===== src/rtl/opcode_encoder.sv =====
// opcode_encoder: one-hot ALU op request -> 4-bit select code, queued in a FIFO.
// Build option OPENC_STRICT_EN: drop malformed requests instead of queuing CLEAR.
module opcode_encoder #(
    parameter int DEPTH = 4,
    parameter int CNT_W = 8
) (
    input  logic             clk,
    input  logic             rst,
    input  logic             req_valid,
    input  logic [11:0]      req_onehot,
    output logic             req_ready,
    output logic             out_valid,
    output logic [3:0]       out_sel,
    input  logic             out_ready,
    output logic             err,
    output logic [CNT_W-1:0] err_count
);

    localparam int AW = (DEPTH > 1) ? $clog2(DEPTH) : 1;
    localparam logic [AW:0] DEPTH_C = (AW + 1)'(DEPTH);

    logic [3:0]    mem [DEPTH];
    logic [AW-1:0] wptr;
    logic [AW-1:0] rptr;
    logic [AW:0]   count;

    logic          well;
    logic [3:0]    enc;
    logic          push;
    logic          pop;
    logic          enq;
    logic          full;
    logic          empty;

    assign full  = (count == DEPTH_C);
    assign empty = (count == '0);

    assign req_ready = !full;
    assign out_valid = !empty;
    assign out_sel   = empty ? 4'hF : mem[rptr];

    assign push = req_valid && req_ready;
    assign pop  = out_valid && out_ready;

    // Exactly one bit set: non-zero and clearing the lowest set bit leaves zero.
    assign well = (req_onehot != '0) &&
                  ((req_onehot & (req_onehot - 12'd1)) == '0);

`ifdef OPENC_STRICT_EN
    assign enq = push && well;
`else
    assign enq = push;
`endif

    // Encode the one-hot request; anything malformed becomes CLEAR.
    always_comb begin
        enc = 4'hF;
        if (well) begin
            unique case (1'b1)
                req_onehot[0]:  enc = 4'b0000;
                req_onehot[1]:  enc = 4'b0001;
                req_onehot[2]:  enc = 4'b0010;
                req_onehot[3]:  enc = 4'b0011;
                req_onehot[4]:  enc = 4'b0100;
                req_onehot[5]:  enc = 4'b0101;
                req_onehot[6]:  enc = 4'b0110;
                req_onehot[7]:  enc = 4'b1000;
                req_onehot[8]:  enc = 4'b1001;
                req_onehot[9]:  enc = 4'b1010;
                req_onehot[10]: enc = 4'b1011;
                req_onehot[11]: enc = 4'b1111;
                default:        enc = 4'hF;
            endcase
        end
    end

    // Storage is left uninitialised; only pointers and count gate its use.
    always_ff @(posedge clk) begin
        if (!rst && enq) begin
            mem[wptr] <= enc;
        end
    end

    // Pointers and occupancy; pointers wrap naturally at the power-of-two depth.
    always_ff @(posedge clk) begin
        if (rst) begin
            wptr  <= '0;
            rptr  <= '0;
            count <= '0;
        end else begin
            if (enq) begin
                wptr <= wptr + 1'b1;
            end
            if (pop) begin
                rptr <= rptr + 1'b1;
            end
            case ({enq, pop})
                2'b10:   count <= count + 1'b1;
                2'b01:   count <= count - 1'b1;
                default: count <= count;
            endcase
        end
    end

    // Malformed-request pulse and saturating debug counter.
    always_ff @(posedge clk) begin
        if (rst) begin
            err       <= 1'b0;
            err_count <= '0;
        end else begin
            err <= push && !well;
            if (push && !well && (err_count != '1)) begin
                err_count <= err_count + 1'b1;
            end
        end
    end

endmodule


===== config.mk =====
export PLATFORM = sky130hd
export DESIGN_NAME = opcode_encoder
export DESIGN_NICKNAME = d
export VERILOG_FILES = /design/src/rtl/opcode_encoder.sv
export SDC_FILE = /design/constraint.sdc
export NUM_CORES = 1
export LEC_CHECK = 0
export ABC_CLOCK_PERIOD_IN_PS = 2900
export BUFFER_PORTS_ARGS = -buffer_cell sky130_fd_sc_hd__buf_2
export CAP_MARGIN = 20
export CORE_MARGIN = 5
export CORE_UTILIZATION = 55
export DETAILED_ROUTE_END_ITERATION = 12
export PLACE_DENSITY = 0.87
export RECOVER_POWER = 50
export SETUP_SLACK_MARGIN = 0.15
export SLEW_MARGIN = 15
export SYNTH_ARGS = -nofsm -noshare
export SYNTH_HDL_FRONTEND = slang
export SYNTH_SLANG_ARGS = --single-unit

===== constraint.sdc =====
create_clock -name clk -period 2.9 [get_ports clk]
set_input_delay 0.58 -clock clk [delete_from_list [all_inputs] [get_ports clk]]
set_output_delay 0.58 -clock clk [all_outputs]
set_load 0.05 [all_outputs]

Word level (Yosys, flattened, before mapping)

Memories as Yosys holds them, arrays and structs flattened. A register that Yosys moved wholly into a read port is not among the register bits.
Index checks and enable logic that the tools add are counted.

Register bits after elaboration: 16
Bits in writable memories: 16
Bits of input ports: 16
Output and inout bits: 15
Logic and storage cells: 39
Memories kept: 1

Add/subtract/negate cells: 6
Equality and inequality tests: 4
Muxes and demuxes: 8
Bitwise gates (word level): 1
Reduce and logical (&&, ||, !) cells: 14

Memory list:

| name | depth | bits a word | rd ports | clocked after memory_dff | write ports | line | source |
|---|---|---|---|---|---|---|---|
| mem  | 4     | 4           | 1        | 1                        | 1           | 22   | `logic [3:0] mem [DEPTH];` |

Operator list:

| operator                                                               | number |
|---|---|
| 4-bit one-hot mux with 11 select lines                                 | 1 |
| 12-bit bitwise AND                                                     | 1 |
| 12-bit logical NOT                                                     | 1 |
| 12-bit nonzero test                                                    | 1 |
| 12-bit by 1-bit subtractor with 12-bit output (second input constant)  | 1 |
| 8-bit by 1-bit adder with 8-bit output (second input constant)         | 1 |
| 4-bit two-way mux                                                      | 2 |
| 8-bit inequality test (second input constant)                          | 1 |
| 1-bit logical AND                                                      | 6 |
| 3-bit one-hot mux with 2 select lines                                  | 1 |
| 2-bit by 1-bit adder with 2-bit output (second input constant)         | 2 |
| 1-bit logical NOT                                                      | 4 |
| 2-bit two-way mux                                                      | 2 |
| 3-bit by 1-bit adder with 3-bit output (second input constant)         | 1 |
| 3-bit equality test (second input constant)                            | 1 |
| 3-bit logical NOT                                                      | 1 |
| 3-bit by 1-bit subtractor with 3-bit output (second input constant)    | 1 |
| 2-bit by 1-bit equality test with 1-bit output (second input constant) | 1 |
| 2-bit equality test (second input constant)                            | 1 |
| 1-bit two-way mux                                                      | 2 |
| 2-bit nonzero test                                                     | 1 |

Depth between registers and ports, before layout

Word-level depth: 7
Mapped depth: 10
Depth with buffers taken out: 9

Worst setup path after synthesis

No wires, ideal clock.

Path type: input -> register
Start: input port req_onehot[0]
End: memory mem[0][0], data pin
Library setup time: 0.268 ns
Arrival time: 2.275 ns
Required time: 2.632 ns
Path slack: 0.357 ns
Stages on the path: 7
Path buffers: 1
Cell sequence: nor4_4 nand2_2 or4_4 a2111oi_4 buf_6 and3_1 nand2_1

Longest elaborated chain between the ends: 5
Elaborated cells on any way between the ends: 7
Those cells by class: add/sub (1); mux (2); bitwise (1); reduce/logical (3)

Ends and longest elaborated chain:

| element                                       | line | source |
|---|---|---|
| start, declared                               | 10   | `input logic [11:0] req_onehot,` |
| 12-bit by 1-bit subtractor with 12-bit output | 47   | `((req_onehot & (req_onehot - 12'd1)) == '0);` |
| 12-bit bitwise AND                            | 47   |  |
| 12-bit logical NOT                            | 47   |  |
| 1-bit logical AND                             | 46   | `assign well = (req_onehot != '0) &&` |
| 4-bit two-way mux (*)                         | 58   | `if (well) begin` |
| net enc[0]                                    | 28   | `logic [3:0] enc;` |
| end, declared                                 | 22   |  |

Mark *: on every way through the listed nets, which the timed path passes. The rest lies on a longest branch.

Final worst setup path

Start: register count[0]
End: register count[2]

Longest elaborated chain between the ends: 5
Elaborated cells on any way between the ends: 12
Those cells by class: add/sub (2); eq/ne (3); mux (1); reduce/logical (6)

Ends and longest elaborated chain:

| element                                                                                      | line   | source |
|---|---|---|
| start, declared                                                                              | 25     | `logic [AW:0] count;` |
| start signal, assigned                                                                       | 98     | `2'b10: count <= count + 1'b1;` |
| start signal, assigned                                                                       | 99     | `2'b01: count <= count - 1'b1;` |
| start signal, assigned                                                                       | 100    | `default: count <= count;` |
| 3-bit equality test / 3-bit logical NOT (equally long branches)                              | 35, 36 |  |
| 1-bit logical NOT (on tied branches)                                                         | 38, 39 |  |
| 1-bit logical AND (on tied branches)                                                         | 42, 43 |  |
| 2-bit by 1-bit equality test with 1-bit output / 2-bit equality test (equally long branches) | 97     | `case ({enq, pop})` |
| 3-bit one-hot mux with 2 select lines / 2-bit nonzero test (equally long branches)           | -      |  |

Several ways; a longest one is shown, not always the timed one.
A chain may end at the register's enable or synchronous reset.

==> summary.md <==
| Metric | Value |
|---|---|
| Highest Clock Rate | `406 MHz` |
| Min-delay src | `wptr[1]` |
| Vias in the first global route | `approximately 1300` |
| #FFs+latches synth | `34` |
| Worst Path Required | `between 3 and 4 ns` |
| Area grow syn2layout | `15.1%` |
| Avg WL per Cell | `about 14 um` |
| Clk Latency, worst-skew pair | `about 0.35 ns` |
| Main flop type after synthesis | `dfxtp_1` |
| Top-count cell post-synth | `dfxtp_1` |
| Initial Util | `a little under three fifths` |
| Area contributors post-synth | `edfxtp_1 28%, dfxtp_1 21%, mux4_2 5.2%, ha_1 4.3%, nor2_1 3.7%` |
| Tot Pwr | `~1.4 mW` |
| CTS tree | `done` |
| Flop2flop setup slack | `between 0.4 and 0.5 ns` |
| Clock Sinks | `34` |
| First-pass GRT wire length | `between 5000 and 6000 um` |
| Die width | `between 60 and 70 um` |
| PwrDens | `705 nW/um^2` |
| EDFF count, synth | `16` |
| Vias per std cell | `between 5 and 6` |
| Syn Area/Cell | `~11 um^2` |
| Syn Nets | `180` |
| WHS Endpoint | `wptr[1]` |
| Yosys top cell area share | `between 20 and 30%` |
| Final Hold Fails | `0` |
| Hold WS | `around 0.5 ns` |
| Synth area leader | `edfxtp_1` |
| Drt pass-1 iters | `4` |
| Routed via count | `between 1000 and 1500` |
| Initial antenna violation count | `0` |
| Final net count | `215` |
| RSZ-0062 raised after global routing | `no` |
| Worst r2r dst | `count[2]` |
| Register area share after synthesis | `48.4%` |
| Worst hold path stage count | `2` |
| Die Area | `4380 um^2` |
| Total GRT Usage | `16.7%` |
| Cell Count Post-Placement | `229` |
| Layout cell share with drive strength beyond 1 | `between 20% and 30%` |
| Core box area | `roughly 3000 um^2` |
| Layout Cells excl Fill | `around 240` |
| Tcrit/Tclk final | `between 80% and 90%` |
| Skew final | `a little over 0.01 ns` |
| Drt drc | `0` |
| Largest net degree at the start of global routing | `25` |
| Resized cells post-CTS | `0` |
| Leakage Power | `about 0.68 nW` |
| Max VDD drop | `around 0.47 mV` |
| Syn Inst Count | `roughly 160` |
| Die Span Y | `66.2 um` |
| Worst setup SP type | `flop` |
| Drt total wl | `roughly 3200 um` |
| DRT antenna net count | `0` |
| Setup Fix Bufs, Post-CTS | `0` |
| Worst Hold Class | `reg2reg` |
| CP max FO | `12` |
| Num CTS Buffers | `5` |
| Number of hold buffers added after cts | `0` |
| Ys Warns | `0` |
| Final setup vio count | `0` |
| Reg2reg start | `count[0]` |
| Clock buffer depth | `2` |
| Inserted Diodes | `0` |
| Root Buffer | `clkbuf_4` |
| Top cells by count, synth | `18 x dfxtp_1, 17 x nor2_1, 16 x edfxtp_1, 9 x nand3_1, 9 x nor3_1` |
| Synth unique cells | `42` |
| CP arrival | `2.74 ns` |
| HPWL Detailed | `roughly 2600 um` |
| Max-cap violation count | `0` |
| Asr flop ratio synth | `0%` |
| Depth of the CTS H-tree | `2` |
| Final setup TNS | `0 ns` |
| Mapped cell area | `roughly 1700 um^2` |
| Max_slew headroom | `60.5%` |
| # port buffers | `30` |
| FF-to-FF path depth | `10` |
| # IOs | `31` |
| GPL Wtd Cong | `0.855` |
| Initial drt markers | `55` |
| Row count | `20` |
| Tmin final | `about 2.5 ns` |
| Slew Limit Fails | `0` |
| Run status | `complete, no violations` |
| Slew @ Worst Pin | `slightly below 0.6 ns` |
| Grt ovf | `0` |
| Kind of critical path | `reg2reg` |
| CP endpoint kind | `flop` |
| Worst-path clk slew | `roughly 0.10 ns` |
[how the worst max path moves through the flow]
stage	start	to	cells after the start
floorplan	req_onehot[0]	mem[0][0]	7
global placement	req_onehot[0]	mem[0][1]	8
detailed placement	req_onehot[0]	mem[1][1]	8
CTS	flop	out_sel[0]	3
global route	count[0]	count[2]	10
finish	count[0]	count[2]	10
[state kept, by name, summed over array words and instances (netlist names), named ones only]
signal,cells
wptr,2
count,3
err,1
err_count,8
rptr,2
mem,16
[layer usage]
| layer | GRT usage, % | part of all wire [%] | vias up | routed length, um |
|---|---|---|---|---|
| met5 | 0 | 0 | - | 0 |
| met4 | 9.90 | 3.0 | 0 | 97 |
| met3 | 4.42 | 4.2 | 10 | 135 |
| met2 | 29.2 | 54 | 33 | 1740 |
| met1 | 17.9 | 39 | 617 | 1250 |
| li1 | - | - | 637 | - |
[kinds of logic after synthesis]
group	share of synthesized area, %
fa+ha+maj	6.06
buf+inv	2.88
flops	48.5
compound gates	5.84
mux	9.45
xor+xnor	3.03
simple gates	24.3
[report_power, final]
part	switching, mW	total (mW)	internal, mW
Clock	0.167	0.347	0.181
Sequential	0.0493	0.605	0.555
Combinational	0.302	0.457	0.155
[layout by cell type (no fill, tap or decap), types with 2 or more instances in the layout]
cell | synthesis | routed
and2_0 | 0 | 5
mux4_2 | 4 | 4
buf_2 | 1 | 20
dfxtp_1 | 18 | 18
nor3_1 | 9 | 9
nand2_1 | 7 | 7
mux2_2 | 3 | 3
nand2b_1 | 2 | 2
inv_1 | 7 | 7
xor2_1 | 3 | 3
clkbuf_1 | 1 | 11
edfxtp_1 | 16 | 16
ha_1 | 6 | 6
nor4_1 | 4 | 4
mux2_4 | 2 | 2
a211oi_1 | 2 | 2
clkinvlp_4 | 0 | 2
a21oi_1 | 5 | 5
or3_1 | 3 | 3
nand3_1 | 9 | 9
xnor2_1 | 3 | 3
nor2b_1 | 5 | 5
or4_1 | 2 | 2
or2_2 | 4 | 4
nor2_1 | 17 | 17
o21ai_0 | 2 | 2
clkbuf_4 | 0 | 5
[final cells by class]
type | instances | area (um^2)
Inverter | 7 | 26.3
Clock buffer | 5 | 37.5
Clock inverter | 3 | 45.0
Timing Repair Buffer | 32 | 149
Tap cell | 44 | 55.1
Sequential cell | 34 | 841
Multi-Input combinational cell | 112 | 845
Fill cell | 247 | 1030
[critical path, stage by stage (launching register included)]
cell,delay [ns]
dfxtp_1,0.35
inv_1,0.11
nand3_1,0.12
nand2_1,0.08
clkbuf_1,0.39
ha_1,0.29
inv_1,0.07
fa_1,0.37
xor2_1,0.16
or3_1,0.31
a21oi_1,0.14
[stage by stage]
| stage | setup slack [ns] | area, um^2 | utilization, % |
|---|---|---|---|
| after global routing | 0.236 | 2000 | 66.0 |
| after detailed placement | 0.107 | 1930 | 63.8 |
| after CTS | 0.448 | 2010 | 66.5 |
| after global placement | 0.201 | 1930 | 63.8 |
| final | 0.435 | 2000 | 66.0 |
| after floorplan | 0.357 | 1740 | - |
Power figures use the tool's default switching activity.
